$ cat src/rtl/imm_pkg.sv
// imm_pkg: immediate format encodings, major opcodes and sign-extension helper.
// Shared by imm_decode and imm_gen_pipe.
package imm_pkg;

  typedef enum logic [2:0] {
    FMT_I    = 3'b000,
    FMT_U    = 3'b001,
    FMT_S    = 3'b010,
    FMT_B    = 3'b011,
    FMT_J    = 3'b100,
    FMT_NONE = 3'b111
  } imm_fmt_e;

  localparam logic [6:0] OPC_OP_IMM = 7'b0010011;
  localparam logic [6:0] OPC_LOAD   = 7'b0000011;
  localparam logic [6:0] OPC_JALR   = 7'b1100111;
  localparam logic [6:0] OPC_SYSTEM = 7'b1110011;
  localparam logic [6:0] OPC_LUI    = 7'b0110111;
  localparam logic [6:0] OPC_AUIPC  = 7'b0010111;
  localparam logic [6:0] OPC_STORE  = 7'b0100011;
  localparam logic [6:0] OPC_BRANCH = 7'b1100011;
  localparam logic [6:0] OPC_JAL    = 7'b1101111;

  // Replicates bit msb of value upward; callers cast to XLEN.
  function automatic logic [63:0] sext(
    input logic [31:0] value,
    input logic [4:0]  msb
  );
    logic [5:0]         sh;
    logic signed [63:0] t;
    sh = 6'd63 - {1'b0, msb};
    t  = $signed({32'b0, value} << sh);
    return t >>> sh;
  endfunction

endpackage

$ cat src/rtl/imm_decode.sv
// imm_decode: combinational opcode decode and immediate assembly.
// IMM_GEN_PIPE_RVC_EN adds the RVC subset and the rvc flag output.
module imm_decode
  import imm_pkg::*;
#(
  parameter int XLEN = 32
) (
  input  logic [31:0]     instr,
  output imm_fmt_e        fmt,
  output logic [XLEN-1:0] imm
`ifdef IMM_GEN_PIPE_RVC_EN
  ,
  output logic            rvc
`endif
);

  logic [31:0] raw;
  logic [4:0]  msb;

  always_comb begin
    fmt = FMT_NONE;
    raw = '0;
    msb = '0;
`ifdef IMM_GEN_PIPE_RVC_EN
    rvc = 1'b0;
    if (instr[1:0] != 2'b11) begin
      rvc = 1'b1;
      unique case ({instr[1:0], instr[15:13]})
        5'b01_000, 5'b01_010: begin
          fmt = FMT_I;
          raw = {26'b0, instr[12], instr[6:2]};
          msb = 5'd5;
        end
        5'b01_011: begin
          // rd=x2 is C.ADDI16SP, outside the subset
          if (instr[11:7] != 5'd2) begin
            fmt = FMT_U;
            raw = {14'b0, instr[12], instr[6:2], 12'b0};
            msb = 5'd17;
          end
        end
        5'b01_101: begin
          fmt = FMT_J;
          raw = {20'b0, instr[12], instr[8],
                 instr[10:9], instr[6], instr[7],
                 instr[2], instr[11], instr[5:3],
                 1'b0};
          msb = 5'd11;
        end
        5'b01_110, 5'b01_111: begin
          fmt = FMT_B;
          raw = {23'b0, instr[12], instr[6:5],
                 instr[2], instr[11:10],
                 instr[4:3], 1'b0};
          msb = 5'd8;
        end
        5'b00_010: begin
          fmt = FMT_I;
          raw = {25'b0, instr[5], instr[12:10],
                 instr[6], 2'b00};
          msb = 5'd7;
        end
        5'b00_110: begin
          fmt = FMT_S;
          raw = {25'b0, instr[5], instr[12:10],
                 instr[6], 2'b00};
          msb = 5'd7;
        end
        default: ;
      endcase
    end else
`endif
    begin
      unique case (instr[6:0])
        OPC_OP_IMM, OPC_LOAD,
        OPC_JALR, OPC_SYSTEM: begin
          fmt = FMT_I;
          raw = {20'b0, instr[31:20]};
          msb = 5'd11;
        end
        OPC_LUI, OPC_AUIPC: begin
          fmt = FMT_U;
          raw = {instr[31:12], 12'b0};
          msb = 5'd31;
        end
        OPC_STORE: begin
          fmt = FMT_S;
          raw = {20'b0, instr[31:25], instr[11:7]};
          msb = 5'd11;
        end
        OPC_BRANCH: begin
          fmt = FMT_B;
          raw = {19'b0, instr[31], instr[7],
                 instr[30:25], instr[11:8], 1'b0};
          msb = 5'd12;
        end
        OPC_JAL: begin
          fmt = FMT_J;
          raw = {11'b0, instr[31], instr[19:12],
                 instr[20], instr[30:21], 1'b0};
          msb = 5'd20;
        end
        default: ;
      endcase
    end
  end

  assign imm = XLEN'(sext(raw, msb));

endmodule

$ cat src/rtl/imm_gen_pipe.sv
// imm_gen_pipe: registered immediate generator with a 2-entry skid buffer.
// Define IMM_GEN_PIPE_RVC_EN for RVC decode and the out_rvc port.
module imm_gen_pipe
  import imm_pkg::*;
#(
  parameter int XLEN  = 32,
  parameter int TAG_W = 8
) (
  input  logic             clk,
  input  logic             rst,
  input  logic             in_valid,
  output logic             in_ready,
  input  logic [31:0]      in_instr,
  input  logic [TAG_W-1:0] in_tag,
  output logic             out_valid,
  input  logic             out_ready,
  output logic [XLEN-1:0]  out_imm,
  output logic [2:0]       out_fmt,
  output logic [31:0]      out_instr,
  output logic [TAG_W-1:0] out_tag
`ifdef IMM_GEN_PIPE_RVC_EN
  ,
  output logic             out_rvc
`endif
);

  typedef struct packed {
    logic [XLEN-1:0]  imm;
    imm_fmt_e         fmt;
    logic [31:0]      instr;
    logic [TAG_W-1:0] tag;
`ifdef IMM_GEN_PIPE_RVC_EN
    logic             rvc;
`endif
  } entry_t;

  imm_fmt_e        dec_fmt;
  logic [XLEN-1:0] dec_imm;
  entry_t          in_entry;
  entry_t          out_d, out_q;
  entry_t          skid_d, skid_q;
  logic            out_vld_d, out_vld_q;
  logic            skid_vld_d, skid_vld_q;
  logic            in_xfer, out_xfer, out_load;

`ifdef IMM_GEN_PIPE_RVC_EN
  logic dec_rvc;
`endif

  imm_decode #(.XLEN(XLEN)) u_dec (
    .instr (in_instr),
    .fmt   (dec_fmt),
    .imm   (dec_imm)
`ifdef IMM_GEN_PIPE_RVC_EN
    ,
    .rvc   (dec_rvc)
`endif
  );

  always_comb begin
    in_entry.imm   = dec_imm;
    in_entry.fmt   = dec_fmt;
    in_entry.instr = in_instr;
    in_entry.tag   = in_tag;
`ifdef IMM_GEN_PIPE_RVC_EN
    in_entry.rvc   = dec_rvc;
`endif
  end

  assign in_xfer  = in_valid & in_ready;
  assign out_xfer = out_vld_q & out_ready;
  assign out_load = ~out_vld_q | out_ready;

  // A full skid implies a full output register and in_ready low.
  always_comb begin
    out_vld_d  = out_vld_q;
    out_d      = out_q;
    skid_vld_d = skid_vld_q;
    skid_d     = skid_q;
    if (skid_vld_q) begin
      if (out_ready) begin
        out_d      = skid_q;
        skid_vld_d = 1'b0;
      end
    end else if (in_xfer) begin
      if (out_load) begin
        out_d     = in_entry;
        out_vld_d = 1'b1;
      end else begin
        skid_d     = in_entry;
        skid_vld_d = 1'b1;
      end
    end else if (out_xfer) begin
      out_vld_d = 1'b0;
    end
  end

  always_ff @(posedge clk) begin
    if (rst) begin
      out_vld_q  <= 1'b0;
      skid_vld_q <= 1'b0;
      out_q      <= '0;
      out_q.fmt  <= FMT_NONE;
      skid_q     <= '0;
    end else begin
      out_vld_q  <= out_vld_d;
      skid_vld_q <= skid_vld_d;
      out_q      <= out_d;
      skid_q     <= skid_d;
    end
  end

  assign in_ready  = ~skid_vld_q;
  assign out_valid = out_vld_q;
  assign out_imm   = out_q.imm;
  assign out_fmt   = out_q.fmt;
  assign out_instr = out_q.instr;
  assign out_tag   = out_q.tag;
`ifdef IMM_GEN_PIPE_RVC_EN
  assign out_rvc   = out_q.rvc;
`endif

endmodule
$ cat config.mk
export PLATFORM = sky130hd
export DESIGN_NAME = imm_gen_pipe
export DESIGN_NICKNAME = d
export VERILOG_FILES = /design/src/rtl/imm_pkg.sv /design/src/rtl/imm_decode.sv /design/src/rtl/imm_gen_pipe.sv
export SDC_FILE = /design/constraint.sdc
export NUM_CORES = 1
export LEC_CHECK = 0
export ABC_AREA = 1
export BUFFER_PORTS_ARGS = -buffer_cell sky130_fd_sc_hd__buf_2
export CORE_MARGIN = 1
export CORE_UTILIZATION = 25
export CTS_BUF_LIST = sky130_fd_sc_hd__clkbuf_8
export DETAILED_ROUTE_END_ITERATION = 7
export PLACE_DENSITY = 0.41
export SYNTH_ARGS = -nofsm -noshare
export SYNTH_HDL_FRONTEND = slang
export SYNTH_SLANG_ARGS = --single-unit
export TNS_END_PERCENT = 5
$ cat constraint.sdc
create_clock -name clk -period 4.4 [get_ports clk]
set_input_delay 0 -clock clk [delete_from_list [all_inputs] [get_ports clk]]
set_output_delay 0 -clock clk [all_outputs]
set_load 0.03 [all_outputs]
After elaboration in Yosys (flattened, before gate mapping). Index checks and enable logic that the tools add are counted.

Register bits after elaboration: 152. Bits in latches: 0. Bits in writable memories: 0. ROM bits: 0. Bits of input ports: 44. Output and inout bits: 77. Word-level logic and storage cells: 53. Memories kept: 0.

Add/subtract/negate cells: 1. Multipliers: 0. Div/mod/pow operators: 0. $lt $le $gt $ge: 0. Eq/ne operators: 11. Shifts and indexed selects: 2. Multiplexer cells: 14. Bitwise operators: 6. Reduce and logical (&&, ||, !) cells: 9.

Operators with widths (number): 75-bit two-way mux (4); 32-bit case mux with 5 select lines (1); 32-bit by 6-bit left shift with 64-bit output (1); 64-bit by 6-bit >>> shifter with 32-bit output (1); 7-bit == test (second input constant) (4); 5-bit case mux with 4 select lines (1); 3-bit case mux with 5 select lines (1); 7-bit by 5-bit == test with 1-bit output (second input constant) (2); 7-bit by 6-bit == test with 1-bit output (second input constant) (2); 3-bit AND reduction (3); 7-bit by 2-bit == test with 1-bit output (second input constant) (1); 1-bit two-way mux (7); 2-bit nonzero test (3); 6-bit by 5-bit subtractor with 6-bit output (first input constant) (1); 5-bit OR reduction (1); 4-bit OR reduction (1); 1-bit inverter (3); 1-bit AND (2); 2-bit by 1-bit != test with 1-bit output (second input constant) (1); 2-bit != test (second input constant) (1); 2-bit OR reduction (1); 1-bit bitwise OR (1).

Depth between registers and ports, before layout.
Depth after elaboration: 9. Depth in mapped cells: 21. Depth with buffers taken out: 21.

Hierarchy. From an unflattened synthesis, not the netlist that was laid out.

Cells, all modules: 1289. Area, all modules: 8101.5 um2.

By module, submodules not included: imm_gen_pipe (instances 1, cells each 1040, area an instance 6926.6 um2); imm_decode (instances 1, cells each 249, area an instance 1174.9 um2).

Least setup slack after synthesis. No wires, ideal clock.

Path type: register to register. Start point: reg out_vld_q, in the netlist out_valid. End point: reg skid_q[63] in the netlist's numbering. Setup time: 0.057 ns. Arrival: 1.715 ns. Data required time: 4.343 ns. Setup slack: 2.628 ns. Stages on the path, launching flop included: 8. Buffers on the path: 1. Clock period less this slack: 1.772 ns. Path through: dfxtp_1 > nand2_1 > nor2_1 > clkinv_1 > clkbuf_1 > a21oi_1 > o21ai_0 > inv_1.

Longest elaborated chain between the ends: 4.

Ends and longest elaborated chain: start, declared (RTL line imm_gen_pipe.sv:42) `logic out_vld_d, out_vld_q;`; start signal, assigned (RTL line imm_gen_pipe.sv:106) `out_vld_q <= out_vld_d;`; 1-bit inverter (RTL line imm_gen_pipe.sv:72) `assign out_load = ~out_vld_q | out_ready;`; 1-bit bitwise OR (RTL line imm_gen_pipe.sv:72); 1-bit inverter (no line); 3-bit AND reduction (no line); end signal, assigned (RTL line imm_gen_pipe.sv:109) `skid_q <= skid_d;`; end, declared (RTL line imm_gen_pipe.sv:41) `entry_t skid_d, skid_q;`.

Every way passes these cells. A chain may end at the register's enable or synchronous reset.

Worst setup path in the final report.
Start point: in in_instr[1]. End point: reg out_q (netlist bit out_imm[28]).

Longest elaborated chain between the ends: 9. Elaborated cells between the ends (all ways): 20. Those cells by class: add/sub (1); eq/ne (9); shift (2); mux (5); reduce/logical (3).

Ends and longest elaborated chain: start, declared (RTL line imm_gen_pipe.sv:13) `input logic [31:0] in_instr,`; 7-bit by 5-bit == test with 1-bit output (tied with other cells) (RTL line imm_decode.sv:74) `unique case (instr[6:0])`; 5-bit OR reduction (no line) / 2-bit OR reduction (equally long branches); 5-bit case mux with 4 select lines (RTL line imm_decode.sv:74); 6-bit by 5-bit subtractor with 6-bit output (RTL line imm_pkg.sv:31) `sh = 6'd63 - {1'b0, msb};`; 32-bit by 6-bit left shift with 64-bit output (RTL line imm_pkg.sv:32) `t = $signed({32'b0, value} << sh);`; 64-bit by 6-bit >>> shifter with 32-bit output (*) (RTL line imm_pkg.sv:33) `return t >>> sh;`; 75-bit two-way mux (*) (RTL line imm_gen_pipe.sv:86) `if (out_load) begin`; 75-bit two-way mux (*) (RTL line imm_gen_pipe.sv:85) `end else if (in_xfer) begin`; 75-bit two-way mux (*) (RTL line imm_gen_pipe.sv:80) `if (skid_vld_q) begin`; end signal, assigned (RTL line imm_gen_pipe.sv:108) `out_q <= out_d;`; end, declared (RTL line imm_gen_pipe.sv:40) `entry_t out_d, out_q;`.

Mark *: on every way between the ends. The rest lies on a longest branch, timed or not. The select of a mux whose other input is x is not followed.

==> impl_results.md <==
- Class of the worst hold path: in -> reg
- Slew @ Worst Pin: 0.918 ns
- IO Count: between 100 and 150
- Status: finished, final reports clean
- Most common cell after layout, fill and taps aside: nand2_1
- Row count: 61
- Clock root cell: clkbuf_8
- Critical path class: in -> reg
- CTS resizes: 0
- Pins Over Slew Limit: 0
- Combinational share of power: about 15%
- DR vias/cell: 4.51
- Largest net degree at the start of global routing: 91
- Netlist cell types: 37
- Syn Area/Cell: 6.95 um2
- Int Pwr: 2.12 mW
- Buffers on Ports: 120
- WL met3: 1020 um
- Die width: 171 um
- WL final: 23600 um
- First-pass GRT wire length: 37700 um
- Worst vdd ir: 0.000154 V
- Slowest-stage cell, CP: dlygate4sd3_1
- Synth Area in Compound Gates: 25.6%
- Overall power: 3.08 mW
- Post-Syn Area: 7120 um2
- GRT Resource Usage Total: 16.8%
- CTS Buf Count: 17
- Starting Density: between 20% and 30%
- Initial antenna violation count: 0
- Leakage Power: 4.04 nW
- CTS Buffer Depth: 2
- Pwr Density: 351 nW/um2
- Largest family of logic cells by synthesized area: compound AO/OA/AOI/OAI gates
- Sequential share of power: 48.0%
- Final setup viols: 0
- Final worst path period share: 61.4%
- Antenna diode count: 0
- Psw: ~960 uW
- Detailed-route wire length on metal 1: 12100 um
- First-pass detailed-route iteration total: 5
- Unrepaired setup endpoints after global routing: false
- Worst Path Required: 4.79 ns
- Fmax: 370 MHz
- Clock-pin slew on the worst setup and hold paths: 0.09 ns
- CTS sink cnt: 152
- Maxcap violations: 0
- Die Footprint: 29200 um2
- Sw Share: 31.2%
- CP endpoint kind: flip-flop
- Routed len/inst: roughly 15 um
- Drt initial violations: 433
- Layout cell share with drive strength beyond 1: 18.0%
- Post-synthesis adder-cell area fraction: 0%
- Post-Syn Nets: between 1k and 1.5k
- Mux cell area share after synthesis: 0%
- H-tree Lvls: 4
- DR top layer: met4
- Die height: 171 um
- Detail Placement HPWL: 15800 um
- Worst-path fanout max: 23
- CTS tree: yes
- Clock latency on the worst-skew pair: around 0.46 ns
- Worst Path Buf+Inv: 3
- Simple-gate share of the synthesized area: a little over a fifth
- Total number of vias: 6893
- Core area: 27900 um2
- Cell Chain, Critical Path: dlygate4sd3_1 -> buf_2 -> nand2_2 -> nor2_2 -> nand2_1 -> nand2_2 -> inv_1 -> nand2_2 -> nand2_2 -> nand2_1 -> o21ai_1 -> nand2_1 -> nand3_1 -> nand2_1 -> a21oi_1
- Final Hold Viols: 0
- Slew HR: 38.8%
- Setup tns final: 0 ns
- Max stage delay on crit path: 0.53 ns
- Placer Congestion: 0.836
- #FFs+latches synth: between 150 and 200
- Register area share after synthesis: roughly 43%
- Tmin final: 2.70 ns
- Final ANT Viol Nets: 0
- Type of origin of the critical path: input pin
- Routed wl met2: 10300 um
- Clock network fraction of total power: between 30% and 40%
- Post-synthesis cell count: around 1k
- Crit path DAT: around 3.1 ns
- CP top delay family: simple AND/OR/NAND/NOR gates
- Vias in the first global route: 6624
- Residual DRC: 0
- Fin nets: 1183
- Area added between synthesis and finish: 23.2%
- Post-Synth XOR/XNOR Area: 0%
- Worst Clk Skew: 0.0153 ns
- Syn. warnings: 0
- Most frequent cells in the layout: nand2_1 (195), dfxtp_1 (151), a21oi_1 (135)
- Global route overflow: 0
[tightest hold or removal path, stage by stage]
cell,delay [ns]
buf_2,0.11
buf_4,0.34
a21oi_1,0.19
[through the flow]
| step | utilization [%] | area [um2] | hold slack, ns | cells | worst slack, ns |
|---|---|---|---|---|---|
| after floorplan | - | 7120 | 0.135 | 1024 | 2.63 |
| after global placement | 28.5 | 7950 | 0.244 | 1456 | 1.78 |
| after detailed placement | 28.5 | 7950 | 0.247 | 1456 | 1.76 |
| after CTS | 31.4 | 8780 | 0.213 | 1530 | 1.72 |
| after global routing | 31.4 | 8780 | 0.229 | 1530 | 1.42 |
| final | 31.4 | 8780 | 0.223 | 1530 | 1.70 |
[final cells by class]
| class | count | area [um2] |
|---|---|---|
| clock inverters | 14 | 160 |
| repair buffers | 170 | 1080 |
| inverters | 115 | 434 |
| flip-flops and latches | 152 | 3050 |
| fillers | 3175 | 19200 |
| clock buffers | 18 | 248 |
| multi-input cells | 683 | 3330 |
| well taps | 378 | 473 |
[worst paths after layout]
kind	slack, ns	startpoint	endpoint	cells past startpoint
worst max register to register	2.12	skid_vld_q$_SDFF_PP0_	out_imm[31]$_SDFFE_PP0P_	8
worst min-delay path	0.22	rst	out_imm[15]$_SDFFE_PP0P_	3
worst min register to register	0.46	out_imm[23]$_SDFFE_PP0P_	out_imm[23]$_SDFFE_PP0P_	2
worst max-delay path	1.70	in_instr[1]	out_imm[28]$_SDFFE_PP0P_	15
[routing by layer]
| layer | GRT usage [%] | up-vias |
|---|---|---|
| met4 | 3.84 | 0 |
| met1 | 23.5 | 3147 |
| li1 | - | 3612 |
| met5 | 0 | - |
| met3 | 4.05 | 14 |
| met2 | 25.7 | 120 |
[sequential cells by signal, indices dropped and copies added, names as in the netlist]
register and flops:
skid_q 75, out_fmt 3, out_imm 32, out_valid 1, skid_vld_q 1, out_instr 32, out_tag 8
[logic make-up after synthesis]
logic type,after synthesis
buffers and inverters,189
AND/OR/NAND/NOR,347
AO/OA/AOI/OAI,336
flip-flops,152
[what timing repair did]
action | in CTS | in global routing
buffers inserted | 0 | 0
hold endpoints to repair | 78 | 0
hold buffers | 42 | 0
[power groups by stage]
stage	logic [mW]	registers, mW	clock network, mW
after global placement	0.428	1.51	0
after detailed placement	0.428	1.51	0
after floorplan	0.207	1.59	0
after CTS	0.459	1.48	1.20
after global routing	0.501	1.49	1.26
final	0.451	1.48	1.15
[synth_stat cells]
cell        n  area share [%]
o21bai_1    1            0.11
o221ai_1    1            0.12
nor2_1     81             4.3
buf_6       4            0.63
o21ai_0   133             9.3
o21ai_2     2            0.25
nand4_1     1           0.088
a311oi_1    7            0.86
nand2_4     3            0.47
nand2_1   195              10
nand4_4     1            0.30
inv_2       9            0.47
or2_2       1           0.088
o22ai_1     6            0.53
buf_1       4            0.21
o22ai_2     1            0.18
a21oi_1   135             9.5
nor2_2      3            0.26
clkinv_1    2            0.11
buf_4       1            0.11
dfxtp_1   152              43
buf_2       5            0.35
a22oi_1     1            0.11
a32o_1      1            0.14
nor2_4      2            0.32
o21ai_1     6            0.42
nand2_2    11            0.97
nand3_1    41             2.9
buf_8       1            0.21
nand3_2     7            0.98
a21oi_2     1            0.12
inv_1     103             5.4
a31oi_1    24             2.1
o211ai_1   17             1.8
inv_4       1           0.088
nor3_1      1           0.070
clkbuf_1   59             3.1
Note: power is estimated with default switching activity, not from simulation.
